[src/rtl/mux_scan_ctrl.sv]
// Scans an external NUM_CH:1 mux one channel at a time and assembles the samples into one word.
// Define SCAN_CONT_EN to restart the scan automatically after every accepted word.
module mux_scan_ctrl #(
  parameter int NUM_CH = 6,
  parameter int DWELL  = 1
) (
  input  logic              clk,
  input  logic              rst,
  input  logic              start,
  input  logic              abort,
  input  logic              sample_in,
  output bit   [2:0]        sel,
  output logic              busy,
  output logic [NUM_CH-1:0] data,
  output logic              data_valid,
  input  logic              data_ready
);

  localparam logic [1:0] ST_IDLE = 2'd0;
  localparam logic [1:0] ST_SCAN = 2'd1;
  localparam logic [1:0] ST_DONE = 2'd2;

  localparam logic [7:0] DWELL_LAST = 8'(DWELL - 1);
  localparam logic [2:0] LAST_CH    = 3'(NUM_CH - 1);

  logic [1:0] state;
  logic [2:0] idx;
  logic [7:0] dwell_cnt;

  // sel is forced to 0 outside SCAN so the mux never sees a stale channel.
  assign sel        = (state == ST_SCAN) ? idx : 3'd0;
  assign busy       = (state == ST_SCAN);
  assign data_valid = (state == ST_DONE);

  always_ff @(posedge clk) begin
    if (rst) begin
      state     <= ST_IDLE;
      idx       <= 3'd0;
      dwell_cnt <= 8'd0;
      data      <= '0;
    end else begin
      case (state)
        ST_IDLE: begin
          if (start) begin
            state     <= ST_SCAN;
            idx       <= 3'd0;
            dwell_cnt <= 8'd0;
          end
        end
        ST_SCAN: begin
          // abort wins over a capture landing on the same edge
          if (abort) begin
            state     <= ST_IDLE;
            idx       <= 3'd0;
            dwell_cnt <= 8'd0;
          end else if (dwell_cnt == DWELL_LAST) begin
            for (int i = 0; i < NUM_CH; i++) begin
              if (idx == 3'(i)) data[i] <= sample_in;
            end
            dwell_cnt <= 8'd0;
            if (idx == LAST_CH) begin
              state <= ST_DONE;
              idx   <= 3'd0;
            end else begin
              idx <= idx + 3'd1;
            end
          end else begin
            dwell_cnt <= dwell_cnt + 8'd1;
          end
        end
        ST_DONE: begin
`ifdef SCAN_CONT_EN
          if (abort) begin
            state <= ST_IDLE;
          end else if (data_ready) begin
            state     <= ST_SCAN;
            idx       <= 3'd0;
            dwell_cnt <= 8'd0;
          end
`else
          if (data_ready) state <= ST_IDLE;
`endif
        end
        default: begin
          state     <= ST_IDLE;
          idx       <= 3'd0;
          dwell_cnt <= 8'd0;
        end
      endcase
    end
  end

endmodule
[config.mk]
export PLATFORM = sky130hd
export DESIGN_NAME = mux_scan_ctrl
export DESIGN_NICKNAME = d
export VERILOG_FILES = /design/src/rtl/mux_scan_ctrl.sv
export SDC_FILE = /design/constraint.sdc
export NUM_CORES = 1
export LEC_CHECK = 0
export ABC_AREA = 1
export CORE_ASPECT_RATIO = 1.1
export CORE_MARGIN = 2
export CORE_UTILIZATION = 40
export DETAILED_ROUTE_END_ITERATION = 8
export PLACE_DENSITY = 0.76
export RECOVER_POWER = 25
export SYNTH_ARGS = -nofsm -noshare
export SYNTH_HDL_FRONTEND = slang
export SYNTH_SLANG_ARGS = --single-unit
export TNS_END_PERCENT = 30
[constraint.sdc]
create_clock -name clk -period 1.2 [get_ports clk]
set_input_delay 0.12 -clock clk [delete_from_list [all_inputs] [get_ports clk]]
set_output_delay 0.12 -clock clk [all_outputs]
set_load 0.03 [all_outputs]
==> results.py <==
metrics = {
    "run_status": {
        "status": "finished, violations left",
        "violations": "negative setup slack",
    },
    "final_layout": {
        "syn2layout_area_growth_pct": 44.9,
        "final_cells": 242,
        "layout.nets": 221,
        "drive_gt1_frac": 0.313,
        "design_area_mm2": 0.00156,
        "antenna_cells": 0,
    },
    "logic_synthesis": {
        "yosys_warnings": 0,
        "yosysMostFrequentCell": "nor2_1",
        "synthCells": 171,
        "synth_cell_types": 19,
        "synth_seq_cells": 19,
        "synth.top_cells.by_count": "nor2_1, nand2_1, inv_1, dfxtp_1, nand3_1",
        "synthTopCellsByArea": "dfxtp_1, nor2_1, nand2_1",
        "synthArstFlopShare": 0,
        "post_synth.cell_area_avg_um2": 6.29,
        "yosysTopAreaCell": "dfxtp_1",
        "ys.flop_type": "dfxtp_1",
        "ys_seq_area_frac": 0.353,
        "synth-edff-count": 0,
        "syn_nets": 180,
        "syn-cell-area_mm2": 0.00108,
        "synth_top_area_frac": 0.353,
    },
    "place": {
        "hpwl_um": 1850,
        "place_area_mm2": 0.00141,
        "place_congestion": 0.869,
        "dpl.cell_count": 235,
        "port_buffers": 16,
    },
    "grt": {
        "grt_pass1_wl_um": 4240,
        "antenna_found_initial": 0,
        "grt_pass1_vias": 1050,
        "grt-ovfl-total": 0,
        "grt_max_degree": 11,
        "grt.total_usage": 0.184,
    },
    "routing": {
        "drt_wl_total_um": 2600,
        "vias": 1117,
        "vias_per_cell": 4.62,
        "dr.first_iter.drc_count": 13,
        "post_drt_wl_per_cell_um": 10.7,
        "drc_errors": 0,
        "drt.antenna.violating_nets": 0,
        "dr.pass1.iters": 4,
    },
    "timing": {
        "skew_ns": 0.00632,
        "worstMarginPinSlew_ns": 0.418,
        "post-route-min-period_ns": 1.31,
        "hold_viol_final": 0,
        "slew_viol_final": 0,
        "rsz0062_at_grt": "true",
        "setup_viol": 17,
        "fmaxAchievable_mhz": 765,
        "min_period_over_period": 1.09,
        "slew_headroom": 0.719,
        "setup_ws_ns": -0.107,
    },
    "worst_hold_path": {
        "min_path_type": "primary input to flop",
    },
    "floorplanning": {
        "die_w_um": 53.5,
        "die_y_um": 58.4,
        "fp-row-count": 19,
        "die-area_mm2": 0.00312,
        "initial_core_util": 0.427,
        "core_mm2": 0.00252,
        "ios": 17,
    },
    "clocking": {
        "clockRootBuffer": "clkbuf_4",
        "cts.path.max_buffers": 2,
        "htreeDepth": 1,
        "clock-sinks": 19,
        "clk_pin_slew_ns": 0.11,
        "clk_latency_ns": 0.31,
        "cts_buffers": 3,
        "cts_tree": "built",
    },
    "worst_setup_path": {
        "endpoint_kind": "flop",
        "crit_arrival_ns": 1.57,
        "cp-start-kind": "flop",
        "critical_path.max_fanout": 6,
        "crit_type": "flop to flop",
        "worstPathRequired_ns": 1.46,
    },
    "power": {
        "p_per_area_mw_per_mm2": 799,
        "cellLeakagePower_nw": 0.739,
        "fin_total_pwr_mw": 1.25,
        "irDropWorstVdd_mv": 0.681,
    },
    "run": {
        "maxCapViolations": 0,
    },
}
## worst max-delay path, stage by stage, from the launching register on
cell     delay [ns]
dfxtp_2        0.34
inv_2          0.06
ha_4           0.13
nand2_2        0.05
nor2_2         0.11
nand2_2        0.10
nor2_4         0.20
nand2_1        0.08
nand2_1        0.06
inv_1          0.03
nor2_1         0.08
## cell families after synthesis
group / after synthesis / share of synthesized area
adder cells (fa/ha/maj): 3 / 0.0349
AND/OR/NAND/NOR: 98 / 0.401
flip-flops: 19 / 0.353
buffers and inverters: 34 / 0.120
AO/OA/AOI/OAI: 14 / 0.0663
XOR/XNOR: 3 / 0.0244
## repair_timing
action,CTS,global route
setup buffers,2,1
hold buffers,0,0
gates resized for setup,13,35
pin swaps,4,12
setup endpoints to repair,24,28
endpoints found under the hold margin,0,0
## power breakdown
group          internal (mW)  switching, mW  total [mW]  leakage [nW]
combinational          0.102          0.151       0.253         0.567
clock                  0.130          0.207       0.337        0.0150
sequential             0.645         0.0111       0.657         0.157
total                  0.877          0.369        1.25         0.739
## placed cells by master, fill, tap and decap left out
master and n:
o21ai_0 5, nor2_4 5, dlygate4sd2_1 1, dfxtp_1 12, nand3_1 12, nand2_2 4, a21oi_1 6, a31oi_1 1
buf_4 21, nand2_1 30, nor2_2 5, a21oi_2 1, clkbuf_1 1, buf_6 5, inv_2 5, nor3_1 3
inv_1 27, nand2_4 2, o21ai_1 1, clkdlybuf4s15_1 3, nand3_2 2, nand2_8 2, nor2_1 31, clkbuf_2 2
xor2_1 3, dfxtp_2 7, ha_4 1, inv_6 1, clkdlybuf4s50_1 5, ha_1 2, nand4_1 2, clkbuf_4 3
## flip-flops by register name (all words and copies together) (netlist names)
name and cells:
data 6, dwell_cnt 8, idx 3, state 2
## cell type report
| cell class | instances | area [um2] |
|---|---|---|
| Clock buffer | 4 | 26.3 |
| Fill cell | 230 | 961 |
| Inverter | 33 | 129 |
| Multi-Input combinational cell | 118 | 663 |
| Sequential cell | 19 | 389 |
| Tap cell | 31 | 38.8 |
| Timing Repair Buffer | 37 | 313 |
## metal layers
| metal | share of wire | vias to the layer above | GRT usage |
|---|---|---|---|
| met3 | 0.027 | 7 | 0.0254 |
| met2 | 0.48 | 22 | 0.293 |
| met1 | 0.46 | 483 | 0.229 |
| li1 | - | 605 | - |
| met5 | 0 | - | 0 |
| met4 | 0.034 | 0 | 0.121 |
## through the flow
step                      hold slack, ns  TNS [ns]  setup slack (ns)  utilization
final                              0.465    -0.771            -0.107        0.619
after global routing               0.489     -2.45            -0.212        0.619
after CTS                          0.469    -0.739            -0.103        0.581
after detailed placement           0.499     -1.86            -0.176        0.560
after global placement             0.496     -1.68            -0.176        0.560
after floorplan                    0.189    -0.497            -0.117            -
## worst paths after layout
kind	endpoint	slack, ns	cells past startpoint	start
worst max-delay path	data[3]	-0.11	10	dwell_cnt[1]
worst min-delay path	state[1]	0.46	4	data_ready
worst max register to register	data[3]	-0.11	10	dwell_cnt[1]
worst min register to register	idx[0]	0.51	2	idx[0]
Power figures use the tool's default switching activity.
